`src/rtl/cordic_phase_arbiter.sv`:
```
// rtl/cordic_phase_arbiter.sv - round-robin sharing of one pipelined atan2 CORDIC among phase channels
module cordic_phase_arbiter #(
    parameter int NUM_CH      = 4,
    parameter int WIDTH       = 16,
    parameter int ANGLE_WIDTH = 16,
    parameter int CORDIC_LAT  = 19
) (
    input  logic                          clk,
    input  logic                          rst_n,
    input  logic                          enable,
    input  logic [NUM_CH-1:0]             req_valid,
    output logic [NUM_CH-1:0]             req_ready,
    input  logic [NUM_CH*WIDTH-1:0]       req_x,
    input  logic [NUM_CH*WIDTH-1:0]       req_y,
    output logic [WIDTH-1:0]              cordic_x,
    output logic [WIDTH-1:0]              cordic_y,
    output logic                          cordic_valid_in,
    input  logic [ANGLE_WIDTH-1:0]        cordic_angle,
    input  logic                          cordic_valid_out,
    output logic [NUM_CH-1:0]             res_valid,
    output logic [NUM_CH*ANGLE_WIDTH-1:0] res_angle,
    output logic [$clog2(NUM_CH)-1:0]     res_chan,
    output logic                          busy,
    output logic                          sync_err
);

    localparam int ID_W  = $clog2(NUM_CH);
    localparam int CNT_W = $clog2(CORDIC_LAT + 2);

    logic [ID_W-1:0]  rr_ptr;
    logic [ID_W-1:0]  grant_id;
    logic [ID_W-1:0]  scan_id;
    logic             grant_found;
    logic             accept;
    logic [CNT_W-1:0] outstanding;

    // Stage 0 lines up with cordic_valid_in; stage CORDIC_LAT lines up with cordic_valid_out.
    logic             tag_v  [0:CORDIC_LAT];
    logic [ID_W-1:0]  tag_id [0:CORDIC_LAT];
    logic             exit_v;
    logic [ID_W-1:0]  exit_id;

    assign exit_v  = tag_v[CORDIC_LAT];
    assign exit_id = tag_id[CORDIC_LAT];

    always_comb begin
        grant_found = 1'b0;
        grant_id    = '0;
        scan_id     = '0;
        for (int k = 0; k < NUM_CH; k++) begin
            scan_id = ID_W'((int'(rr_ptr) + k) % NUM_CH);
            if (!grant_found && req_valid[scan_id]) begin
                grant_found = 1'b1;
                grant_id    = scan_id;
            end
        end
    end

    // Reset gates ready so nothing can be accepted while the core is being flushed.
    assign accept = enable & rst_n & grant_found;

    always_comb begin
        req_ready = '0;
        if (accept) begin
            req_ready[grant_id] = 1'b1;
        end
    end

    assign busy = (outstanding != '0);

    always_ff @(posedge clk or negedge rst_n) begin
        if (!rst_n) begin
            rr_ptr          <= '0;
            cordic_x        <= '0;
            cordic_y        <= '0;
            cordic_valid_in <= 1'b0;
            outstanding     <= '0;
            for (int i = 0; i <= CORDIC_LAT; i++) begin
                tag_v[i]  <= 1'b0;
                tag_id[i] <= '0;
            end
        end else begin
            cordic_valid_in <= accept;
            if (accept) begin
                rr_ptr   <= (grant_id == ID_W'(NUM_CH - 1)) ? '0 : grant_id + ID_W'(1);
                cordic_x <= req_x[grant_id*WIDTH +: WIDTH];
                cordic_y <= req_y[grant_id*WIDTH +: WIDTH];
            end
            tag_v[0]  <= accept;
            tag_id[0] <= grant_id;
            for (int i = 1; i <= CORDIC_LAT; i++) begin
                tag_v[i]  <= tag_v[i-1];
                tag_id[i] <= tag_id[i-1];
            end
            case ({accept, exit_v})
                2'b10:   outstanding <= outstanding + CNT_W'(1);
                2'b01:   outstanding <= outstanding - CNT_W'(1);
                default: outstanding <= outstanding;
            endcase
        end
    end

    always_ff @(posedge clk or negedge rst_n) begin
        if (!rst_n) begin
            res_valid <= '0;
            res_angle <= '0;
            res_chan  <= '0;
            sync_err  <= 1'b0;
        end else begin
            res_valid <= '0;
            if (exit_v != cordic_valid_out) begin
                sync_err <= 1'b1;
            end else if (exit_v) begin
                res_valid[exit_id]                          <= 1'b1;
                res_angle[exit_id*ANGLE_WIDTH +: ANGLE_WIDTH] <= cordic_angle;
                res_chan                                    <= exit_id;
            end
        end
    end

endmodule

```
`config.mk`:
```
export PLATFORM = sky130hd
export DESIGN_NAME = cordic_phase_arbiter
export DESIGN_NICKNAME = d
export VERILOG_FILES = /design/src/rtl/cordic_phase_arbiter.sv
export SDC_FILE = /design/constraint.sdc
export NUM_CORES = 1
export LEC_CHECK = 0
export ABC_CLOCK_PERIOD_IN_PS = 2000
export CAP_MARGIN = 5
export CORE_MARGIN = 2
export CORE_UTILIZATION = 40
export CTS_CLUSTER_SIZE = 14
export DETAILED_ROUTE_END_ITERATION = 7
export HOLD_SLACK_MARGIN = 0.08
export PLACE_DENSITY = 0.8
export SLEW_MARGIN = 20
export SYNTH_ARGS = -nofsm -noshare
export SYNTH_HDL_FRONTEND = slang
export SYNTH_SLANG_ARGS = --single-unit
export TNS_END_PERCENT = 30
```
`constraint.sdc`:
```
create_clock -name clk -period 2 [get_ports clk]
set_input_delay 0.3 -clock clk [delete_from_list [all_inputs] [get_ports clk]]
set_output_delay 0.3 -clock clk [all_outputs]
set_load 0.02 [all_outputs]
```
==> metrics.md, run 1 <==
| Metric | Value |
|---|---|
| Top cells by area, synth | `dfrtp_1, mux2i_1, a22o_1` |
| Mux cell area share after synthesis | `10.1%` |
| Largest net degree at the start of global routing | `70` |
| Diodes inserted | `0` |
| Fin crit share | `110%` |
| Yosys top cell area share | `63.5%` |
| Largest family of logic cells by synthesized area | `compound AO/OA/AOI/OAI gates` |
| Post-synthesis cell count | `481` |
| Final ANT Viol Nets | `0` |
| Cell mode on critical path | `buf_6` |
| Worst Clk Skew | `11.4 ps` |
| CTS HTree Levels | `4` |
| Initial core utilization | `40.7%` |
| Register area share after synthesis | `63.5%` |
| Synth warnings | `0` |
| Arr. time, crit path | `1890 ps` |
| Boundary pin count | `261` |
| Primary FF master, synth | `dfrtp_1` |
| Vias in the first global route | `5703` |
| CTS buffer count | `17` |
| DR iter-0 viols | `276` |
| Synth Area per Inst | `13.9 um^2` |
| Die area | `17800 um^2` |
| Finish-stage setup viols | `5` |
| Total of max-cap violations | `0` |
| Design Area, Final | `10600 um^2` |
| Dominant cell type by area after synthesis | `dfrtp_1` |
| Final min period | `2190 ps` |
| Layout net count | `941` |
| Max-slew violation count | `0` |
| Syn nets | `647` |
| Distinct cells, synth | `37` |
| Die width | `133 um` |
| Post-synthesis cell area | `6700 um^2` |
| XOR/XNOR Fraction of Synth Area | `0.916%` |
| VDD IR max | `770 uV` |
| Vias/cell | `5.29` |
| WS Path Type | `reg2out` |
| Pleak | `4.86 nW` |
| Root buf cell | `clkbuf_16` |
| First-pass GRT wire length | `30.6 mm` |
| Failing checks | `negative setup slack` |
| Worst setup slack after layout | `-192 ps` |
| Cell Rows | `47` |
| Max Clk Rate | `0.456 GHz` |
| Post-place setup slack | `-673 ps` |
| Slew @ Worst Pin | `628 ps` |
| Yosys reg bits | `170` |
| Synth Area in Compound Gates | `14.3%` |
| Outcome | `finished, violations left` |
| EDFF count, synth | `0` |
| Req. time, crit path | `1700 ps` |
| CTS tree | `yes` |
| CP max stage cell | `dfrtp_2` |
| Clock tree buffer depth | `2` |
| Share of layout cells above drive strength 1 | `15.4%` |
| Largest stage delay on the critical path | `430 ps` |
| Tot Pwr | `0.0133 W` |
| Worst hold slack | `345 ps` |
| Gr usage total | `22.2%` |
| WL/cell | `19.4 um` |
| Routability cong. | `0.858` |
| Placed Area | `9790 um^2` |
| PortBufs | `260` |
| Initial antenna violation count | `0` |
| Final core occ | `64.6%` |
| Synth Area in Adders | `2.62%` |
| Remaining Overflow, GRT | `0` |
| Worst skew pair latency | `420 ps` |
| Clk slew on worst S/H paths | `70 ps` |
| Ys async rst share | `100%` |
| PwrDens | `1250 nW/um^2` |
| Clock sinks | `170` |
| 1st-pass router iterations | `5` |
| Post-Route WL | `19.6 mm` |
| Critical path peak fanout | `4` |
| Startpoint Class | `flop` |
| Area of the core | `16500 um^2` |
| Hold Crit Class | `reg2reg` |
| Number of vias in the routed layout | `5336` |
| Worst setup EP type | `output pin` |
| Die Height | `133 um` |
| HPWL after detailed placement | `13.6 mm` |
| Crit-path cells | `nand2b_4 -> a21oi_2 -> a211o_4 -> buf_6 -> ha_4 -> and2_4 -> buf_6` |
| Slew headroom | `58.1%` |
| Final Hold Fails | `0` |
| Synth Area in Simple Gates | `5.64%` |
| RSZ-0062 raised after global routing | `true` |
| Area Overhead vs Synth | `58.9%` |
| DR DRC count | `0` |
## sequential cells by signal, summed over array words and instances (netlist names)
signal,flops
res_angle,64
tag_id,38
tag_v,19
cordic_x,16
cordic_y,16
outstanding,5
res_valid,4
exit_id,2
res_chan,2
rr_ptr,2
exit_v,1
sync_err,1
## stage by stage
stage               TNS [ps]  cells
floorplan              -36.1    481
global placement      -10940    965
detailed placement    -15630    965
CTS                     -597   1004
global route           -1170   1008
finish                  -641   1008
## critical path: cells and delay by family, from the launching register on
family                     cells  cell delay [ps]
DFF                            1              430
adders and majority gates      1              150
buffers and inverters          2              260
AOI/OAI and AO/OA              2              360
and+or+nand+nor                2              270
## synthesized netlist by cell type (4+ instances only)
master	number
buf_6	4
dfrtp_1	170
a21oi_1	5
nor2_1	5
a22o_1	64
and2_1	7
ha_1	14
o221ai_1	32
mux2i_1	64
inv_1	6
xor2_1	5
buf_2	11
nand2_1	45
clkbuf_1	14
## logic make-up after synthesis
group	count (synthesis)
flip-flops	170
AO/OA/AOI/OAI	113
AND/OR/NAND/NOR	70
multiplexers	67
buffers and inverters	40
adder cells (fa/ha/maj)	14
XOR/XNOR	7
## cell type report
class                           count  area [um^2]
Clock inverter                     14          150
Fill cell                        1184         5820
Sequential cell                   170         4260
Timing Repair Buffer              306         3120
Tap cell                          220          275
Inverter                            9         41.3
Clock buffer                       18          439
Multi-Input combinational cell    271         2360
## power by group
group	internal [W]	switching (W)	leakage, nW
clock network	0.00180	0.00145	0.282
registers	0.00444	0.000601	2.19
logic	0.00260	0.00239	2.38
total	0.00884	0.00444	4.86
## repair_timing
item / CTS / global route
setup endpoints to repair: 8 / 100
buffers inserted: 6 / 1
gates resized for setup: 40 / 22
endpoints found under the hold margin: 42 / 0
hold buffers: 1 / 0
cloned: 0 / 3
pin swaps: 4 / 3
## placed cells by master, fill, tap and decap left out, types with 4 or more instances in the layout
cell               n
clkdlybuf4s50_1  250
dfrtp_1          168
a22o_1            64
mux2i_1           64
nand2_1           44
o221ai_1          31
buf_4             30
clkbuf_16         20
buf_6             10
ha_1               9
buf_12             6
inv_2              5
inv_6              5
xor2_1             5
dlygate4sd2_1      5
and2_1             4
inv_8              4
## layer usage
metal  up-vias  global-route usage [%]  share of wire (%)  routed length, um
li1       2364                       -                  -                  -
met1      2664                    27.7                 40               7770
met2       271                    35.8                 49               9680
met3        37                    6.93                8.2               1600
met4         0                    9.57                2.7                522
met5         -                       0                  0                  0
## final timing paths
path / from / endpoint / slack (ps) / cells after the start
min in group asynchronous: rst_n / cordic_x[8] / 560 / 3
hold / removal: tag_v[10] / tag_v[9] / 350 / 0
max in group asynchronous: rst_n / cordic_x[3] / 430 / 4
hold reg to reg: tag_v[10] / tag_v[9] / 350 / 0
setup reg to reg: rr_ptr[0] / cordic_x[5] / 40 / 8
setup / recovery: rr_ptr[0] / req_ready[2] / -190 / 7
Note: power is estimated with default switching activity, not from simulation.
==> run 2: changes to the inputs <==
--- a/config.mk
+++ b/config.mk
@@ -7,12 +7,11 @@
 export LEC_CHECK = 0
 export ABC_CLOCK_PERIOD_IN_PS = 2000
 export CAP_MARGIN = 5
-export CORE_MARGIN = 2
 export CORE_UTILIZATION = 40
 export CTS_CLUSTER_SIZE = 14
 export DETAILED_ROUTE_END_ITERATION = 7
 export HOLD_SLACK_MARGIN = 0.08
-export PLACE_DENSITY = 0.8
+export PLACE_DENSITY = 0.84
 export SLEW_MARGIN = 20
 export SYNTH_ARGS = -nofsm -noshare
 export SYNTH_HDL_FRONTEND = slang
==> constraint.sdc (replaced) <==
create_clock -name clk -period 2 [get_ports clk]
set_input_delay 0.3 -clock clk [delete_from_list [all_inputs] [get_ports clk]]
set_output_delay 0.3 -clock clk [all_outputs]
set_load 0.005 [all_outputs]
==> run 2 against run 1 <==
Effect of this change: the run still ends with negative setup slack left; flip-flop and latch count unchanged; clock-buffer cell count increased by 2; critical path depth is 1 higher; design area down 0.14%; cell count fell by 0.69%; maximum frequency down 1.3%; non-clock buffer count fell by 4; clock power barely moved; via count rose by 0.88%; register-to-register slack worse by 120 ps; sequential power fell by 0.8%; routed wire length increased by 3.0%.
==> metrics.md, run 2 (synthesized netlist as in run 1, its figures left out) <==
| Metric | Value |
|---|---|
| Outcome | `finished, violations left` |
| Failing checks | `negative setup slack` |
| PortBufs | `260 (unchanged)` |
| Die area | `17300 um^2 (-3.0%)` |
| Boundary pin count | `261 (unchanged)` |
| CTS buffer count | `17 (unchanged)` |
| Slew @ Worst Pin | `678 ps (+50.0 ps)` |
| Leading cell type in the layout, fill and taps excluded | `clkdlybuf4s50_1` |
| Design Area, Final | `10600 um^2 (-0.14%)` |
| Top Registers | `res_angle: 64 flops, tag_id: 38 flops, tag_v: 19 flops` |
| Max Clk Rate | `0.450 GHz (-1.3%)` |
| Pleak | `4.83 nW (-0.45%)` |
| PwrDens | `1180 nW/um^2 (-5.5%)` |
| Most frequent cells in the layout | `clkdlybuf4s50_1, dfrtp_1, a22o_1` |
| NetSw | `0.00369 W (-17%)` |
| Fin crit share | `111% (+1.4 points)` |
| Worst skew pair latency | `420 ps (about the same)` |
| Vias in the first global route | `5612 (-1.6%)` |
| Hold Crit Class | `reg2reg` |
| HPWL after detailed placement | `13.7 mm (+0.78%)` |
| Initial antenna violation count | `1 (+1)` |
| Max-slew violation count | `0 (unchanged)` |
| Final Hold Fails | `0 (unchanged)` |
| Final core occ | `65.9% (+1.3 points)` |
| Slew headroom | `54.8% (-3.3 points)` |
| Finish-stage setup viols | `30 (+25)` |
| Critical path peak fanout | `4 (unchanged)` |
| Final ANT Viol Nets | `0 (unchanged)` |
| Worst setup EP type | `output pin` |
| Total of max-cap violations | `0 (unchanged)` |
| Clock Power Share | `25.7% (+1.2 points)` |
| DRT met1 WL | `7.72 mm (-0.71%)` |
| Met3 WL | `1.65 mm (+3.4%)` |
| Initial core utilization | `41.6% (+0.88 points)` |
| Root buf cell | `clkbuf_16` |
| RSZ-0062 raised after global routing | `true` |
| DR WL met2 | `10.4 mm (+7.5%)` |
| Worst Clk Skew | `7.83 ps (-3.56 ps)` |
| Tot Pwr | `0.0125 W (-5.6%)` |
| DR iter-0 viols | `292 (+5.8%)` |
| Remaining Overflow, GRT | `0 (unchanged)` |
| Routability cong. | `0.891 (+3.9%)` |
| 1st-pass router iterations | `5 (unchanged)` |
| Sw Share | `29.5% (-4.0 points)` |
| First-pass GRT wire length | `31.0 mm (+1.1%)` |
| Worst setup slack after layout | `-221 ps (-28.5 ps)` |
| Area of the core | `16100 um^2 (-2.1%)` |
| WS Path Type | `reg2out` |
| Number of vias in the routed layout | `5383 (+0.88%)` |
| Gr usage total | `23.6% (+1.4 points)` |
| CTS HTree Levels | `4 (unchanged)` |
| Layout net count | `937 (-0.43%)` |
| Placed Area | `9760 um^2 (-0.33%)` |
| Cell Rows | `46 (-2.1%)` |
| VDD IR max | `770 uV (about the same)` |
| Clk slew on worst S/H paths | `60 ps (about the same)` |
| Clock tree buffer depth | `2 (unchanged)` |
| WL/cell | `20.1 um (+3.8%)` |
| Vias/cell | `5.38 (+1.6%)` |
| DR DRC count | `0 (unchanged)` |
| Clock sinks | `170 (unchanged)` |
| Share of layout cells above drive strength 1 | `15.1% (-0.30 points)` |
| Post-Route WL | `20.2 mm (+3.0%)` |
| Internal | `0.00885 W (about the same)` |
| Fill count | `1126 (-4.9%)` |
| CTS tree | `yes` |
| Die Height | `131 um (-1.5%)` |
| Final min period | `2220 ps (+28.5 ps)` |
| Req. time, crit path | `1700 ps (about the same)` |
| Arr. time, crit path | `1920 ps (+30 ps)` |
| Startpoint Class | `flop` |
| Die width | `131 um (-1.5%)` |
| Comb power frac | `34.4% (-3.2 points)` |
| Largest net degree at the start of global routing | `130 (+86%)` |
| Highest Signal Layer | `met4` |
| Area Overhead vs Synth | `58.7%` |
| Part of the power in registers | `39.9% (+2.0 points)` |
| Biggest register | `res_angle` |
| Max reg flops | `64 (unchanged)` |
-- run 2: cell count changes in the layout (fill, tap and decap cells not counted), sizes merged, moves of 2 or more --
| cell | delta |
|---|---|
| clkdlybuf4s50 | +2 |
| inv | -3 |
| buf | -3 |
| dlygate4sd2 | -3 |
-- run 2: path summary, 6_finish.rpt --
path,start,to,slack [ps],cells after the start
setup / recovery,rr_ptr[0],req_ready[0],-220,8
hold / removal,tag_v[16],tag_v[15],350,0
setup reg to reg,rr_ptr[0],cordic_y[3],-80,9
hold reg to reg,tag_v[16],tag_v[15],350,0
max in group asynchronous,rst_n,res_angle[24],330,4
min in group asynchronous,rst_n,res_angle[23],600,3
-- run 2: metal layers --
metal  GRT usage, %  vias up
li1               -     2364
met5              0        -
met4           8.27        0
met2           40.7      279
met1           27.8     2715
met3           7.25       25
-- run 2: cell type report --
| type | instances | area, um^2 | share of cell area (%) |
|---|---|---|---|
| Antenna cell | 1 | 2.50 | 0.0235 |
| Sequential cell | 170 | 4260 | 40.0 |
| Clock buffer | 20 | 457 | 4.30 |
| Inverter | 9 | 41.3 | 0.389 |
| Clock inverter | 12 | 130 | 1.22 |
| Multi-Input combinational cell | 271 | 2400 | 22.6 |
| Timing Repair Buffer | 302 | 3070 | 28.9 |
| Tap cell | 216 | 270 | 2.54 |
-- run 2: power groups by stage --
stage	logic (W)	registers, W	clock network [W]
floorplan	0.00181	0.00495	0
global placement	0.00377	0.00499	0
detailed placement	0.00389	0.00504	0
CTS	0.00413	0.00500	0.00330
global route	0.00460	0.00511	0.00346
finish	0.00432	0.00500	0.00322
-- run 2: critical path, stage by stage, from the launching register on --
cell and delay (ps):
dfrtp_1 390, buf_6 120, nand2b_4 120, a21oi_2 60, a211o_4 300, buf_6 130, ha_4 140, and2_4 130
buf_6 110
-- run 2: what timing repair did --
action / CTS / global route
cloned: 0 / 2
pin swaps: 7 / 3
setup buffers: 10 / 1
setup endpoints to repair: 11 / 42
hold buffers: 1 / 0
resized for setup: 40 / 15
endpoints found under the hold margin: 128 / 0
-- run 2: through the flow --
| step | TNS, ps | worst slack (ps) | cells | hold slack, ps |
|---|---|---|---|---|
| floorplan | -11.2 | -11.2 | 481 | 4.41 |
| detailed placement | -17120 | -633 | 955 | 335 |
| CTS | -2430 | -207 | 998 | 348 |
| global placement | -12630 | -571 | 955 | 335 |
| finish | -1910 | -221 | 1001 | 347 |
| global route | -3350 | -268 | 1001 | 354 |
==> run 3: changes to the inputs <==
--- a/config.mk
+++ b/config.mk
@@ -7,11 +7,12 @@
 export LEC_CHECK = 0
 export ABC_CLOCK_PERIOD_IN_PS = 2000
 export CAP_MARGIN = 5
-export CORE_UTILIZATION = 40
+export CORE_UTILIZATION = 57
 export CTS_CLUSTER_SIZE = 14
 export DETAILED_ROUTE_END_ITERATION = 7
+export DONT_BUFFER_PORTS = 1
 export HOLD_SLACK_MARGIN = 0.08
-export PLACE_DENSITY = 0.84
+export PLACE_DENSITY = 0.82
 export SLEW_MARGIN = 20
 export SYNTH_ARGS = -nofsm -noshare
 export SYNTH_HDL_FRONTEND = slang
==> run 3 against run 2 <==
Effect of this change: the run ends with negative hold slack, negative setup slack left; sequential share of layout area rose by 14 points; routed wire length is 14% lower; worst hold slack lost 770 ps; design area fell by 26%; largest cell class unchanged; total power down 12%; largest power group unchanged.
==> metrics.md, run 3 (synthesized netlist as in run 1, its figures left out) <==
| Metric | Value |
|---|---|
| Outcome | `finished, violations left` |
| Failing checks | `negative hold slack, negative setup slack` |
| DR iter-0 viols | `455 (+56%)` |
| Remaining Overflow, GRT | `0 (unchanged)` |
| Worst Clk Skew | `9.56 ps (+1.73 ps)` |
| Vias in the first global route | `4351 (-22%)` |
| Post-place setup slack | `53.1 ps (+686 ps)` |
| Leading cell type in the layout, fill and taps excluded | `dfrtp_1` |
| Die Height | `110 um (-16%)` |
| HPWL after detailed placement | `11.0 mm (-20%)` |
| Die width | `110 um (-16%)` |
| Cell Rows | `39 (-15%)` |
| NetSw | `0.00354 W (-4.2%)` |
| Worst setup EP type | `output pin` |
| Area of the core | `11400 um^2 (-29%)` |
| PwrDens | `1410 nW/um^2 (+19%)` |
| Worst R2R Path Depth | `7 (-2)` |
| Final min period | `2050 ps (-170 ps)` |
| Layout net count | `676 (-28%)` |
| CTS tree | `yes` |
| Worst skew pair latency | `420 ps (about the same)` |
| Pleak | `3.80 nW (-21%)` |
| Part of the power in registers | `47.7% (+7.8 points)` |
| Clk slew on worst S/H paths | `70 ps (about the same)` |
| Register area | `4260 um^2 (about the same)` |
| Gr usage total | `28.3% (+4.7 points)` |
| Critical path peak fanout | `4 (unchanged)` |
| Fill count | `777 (-31%)` |
| Tot Pwr | `0.0110 W (-12%)` |
| Area Overhead vs Synth | `17.1%` |
| Share of layout cells above drive strength 1 | `16.6% (+1.6 points)` |
| Final Hold Fails | `170 (+170)` |
| Max Clk Rate | `0.487 GHz (+8.3%)` |
| Req. time, crit path | `1700 ps (about the same)` |
| Post-Route WL | `17.4 mm (-14%)` |
| Clock sinks | `170 (unchanged)` |
| Boundary pin count | `261 (unchanged)` |
| Hold Crit Class | `in2async` |
| VDD IR max | `1040 uV (+35%)` |
| Top Registers | `res_angle: 64 flops, tag_id: 38 flops, tag_v: 19 flops` |
| CTS Hold Bufs | `17 (+16)` |
| Biggest register | `res_angle` |
| Most frequent cells in the layout | `dfrtp_1, a22o_1, mux2i_1` |
| Initial core utilization | `58.6% (+17 points)` |
| Arr. time, crit path | `1750 ps (-170 ps)` |
| DR DRC count | `0 (unchanged)` |
| Cell total after placement | `611 (-36%)` |
| Post-route non-filler standard cell count | `669 (-33%)` |
| Total of max-cap violations | `0 (unchanged)` |
| Total Neg Setup Slack | `-163 ps (+1750 ps)` |
| Clock Power Share | `30.2% (+4.5 points)` |
| CTS HTree Levels | `4 (unchanged)` |
| Startpoint Class | `flop` |
| Worst setup slack after layout | `-51.3 ps (+170 ps)` |
| CTS buffer count | `17 (unchanged)` |
| Comb power frac | `22.1% (-12 points)` |
| Vias/cell | `6.58 (+22%)` |
| First-pass GRT wire length | `24.6 mm (-21%)` |
| Routability cong. | `0.849 (-4.8%)` |
| WL/cell | `26.0 um (+29%)` |
| Final ANT Viol Nets | `0 (unchanged)` |
| Slew headroom | `74.1% (+19 points)` |
| Number of vias in the routed layout | `4405 (-18%)` |
| Finish-stage setup viols | `4 (-87%)` |
| Internal | `0.00749 W (-15%)` |
| Worst hold slack | `-426 ps (-773 ps)` |
| RSZ-0062 raised after global routing | `true` |
| PortBufs | `0 (-100%)` |
| Clock tree buffer depth | `2 (unchanged)` |
| WS Path Type | `reg2out` |
| Max reg flops | `64 (unchanged)` |
| Die area | `12200 um^2 (-29%)` |
| Initial antenna violation count | `1 (unchanged)` |
| Area of the multi-input gates | `2330 um^2 (-3.0%)` |
| 1st-pass router iterations | `6 (+1)` |
| Slew @ Worst Pin | `388 ps (-289 ps)` |
| Root buf cell | `clkbuf_16` |
| Largest net degree at the start of global routing | `172 (+32%)` |
| Max-slew violation count | `0 (unchanged)` |
| Fin crit share | `103% (-8.5 points)` |
| Final core occ | `68.7% (+2.7 points)` |
| Sw Share | `32.1% (+2.6 points)` |
## run 3: cell types whose count changed in the layout (fill, tap and decap cells not counted), sizes merged, moves of 2 or more
| cell | change |
|---|---|
| buf | -21 |
| clkbuf | -4 |
| clkdlybuf4s50 | -252 |
| diode | +2 |
| dlygate4sd2 | -2 |
| dlygate4sd3 | +16 |
| inv | +2 |
## run 3: cell type report
class	count	share of cell area (%)
well taps	143	2.28
flip-flops and latches	170	54.3
clock buffers	17	5.43
multi-input cells	271	29.7
repair buffers	41	5.41
diodes	3	0.0958
clock inverters	15	2.28
inverters	9	0.527
## run 3: through the flow
stage               hold WS, ps  instance area (um^2)
floorplan                  4.41                  6750
global placement           8.66                  6920
detailed placement         7.73                  6920
CTS                        -445                  7770
global route               -451                  7830
finish                     -426                  7840
## run 3: power by group through the flow
| stage | clock, W | sequential [W] | combinational [W] |
|---|---|---|---|
| 6_report | 0.00333 | 0.00526 | 0.00244 |
| 5_1_grt | 0.00354 | 0.00538 | 0.00264 |
| 4_1_cts | 0.00336 | 0.00523 | 0.00229 |
| 3_5_place_dp | 0 | 0.00526 | 0.00212 |
| 3_3_place_gp | 0 | 0.00522 | 0.00200 |
| 2_1_floorplan | 0 | 0.00495 | 0.00181 |
## run 3: worst paths after layout
kind	start	endpoint	slack (ps)
setup reg to reg	rr_ptr[0]	cordic_x[2]	40
min in group clk	req_y[52]	cordic_y[4]	110
hold reg to reg	tag_v[2]	tag_v[1]	350
max in group asynchronous	rst_n	rr_ptr[0]	2120
setup / recovery	rr_ptr[0]	req_ready[0]	-50
hold / removal	rst_n	res_angle[3]	-430
## run 3: worst max-delay path: stages (launching register included)
cell and delay [ps]:
dfrtp_2 420, o22ai_2 120, a211o_4 370, buf_6 140, ha_4 150, and2_4 140
## run 3: what timing repair did
action | in CTS | in global routing
pin swaps | 2 | 1
setup endpoints to repair | 4 | 22
gates resized for setup | 11 | 8
endpoints found under the hold margin | 235 | 170
gates cloned | 0 | 1
setup buffers | 5 | 0
## run 3: per-layer routing
| layer | up-vias | global-route usage [%] | part of all wire [%] |
|---|---|---|---|
| li1 | 1838 | - | - |
| met5 | - | 0 | 0.057 |
| met4 | 2 | 11.5 | 2.4 |
| met2 | 278 | 44.5 | 49 |
| met3 | 37 | 12.3 | 11 |
| met1 | 2250 | 34.2 | 38 |
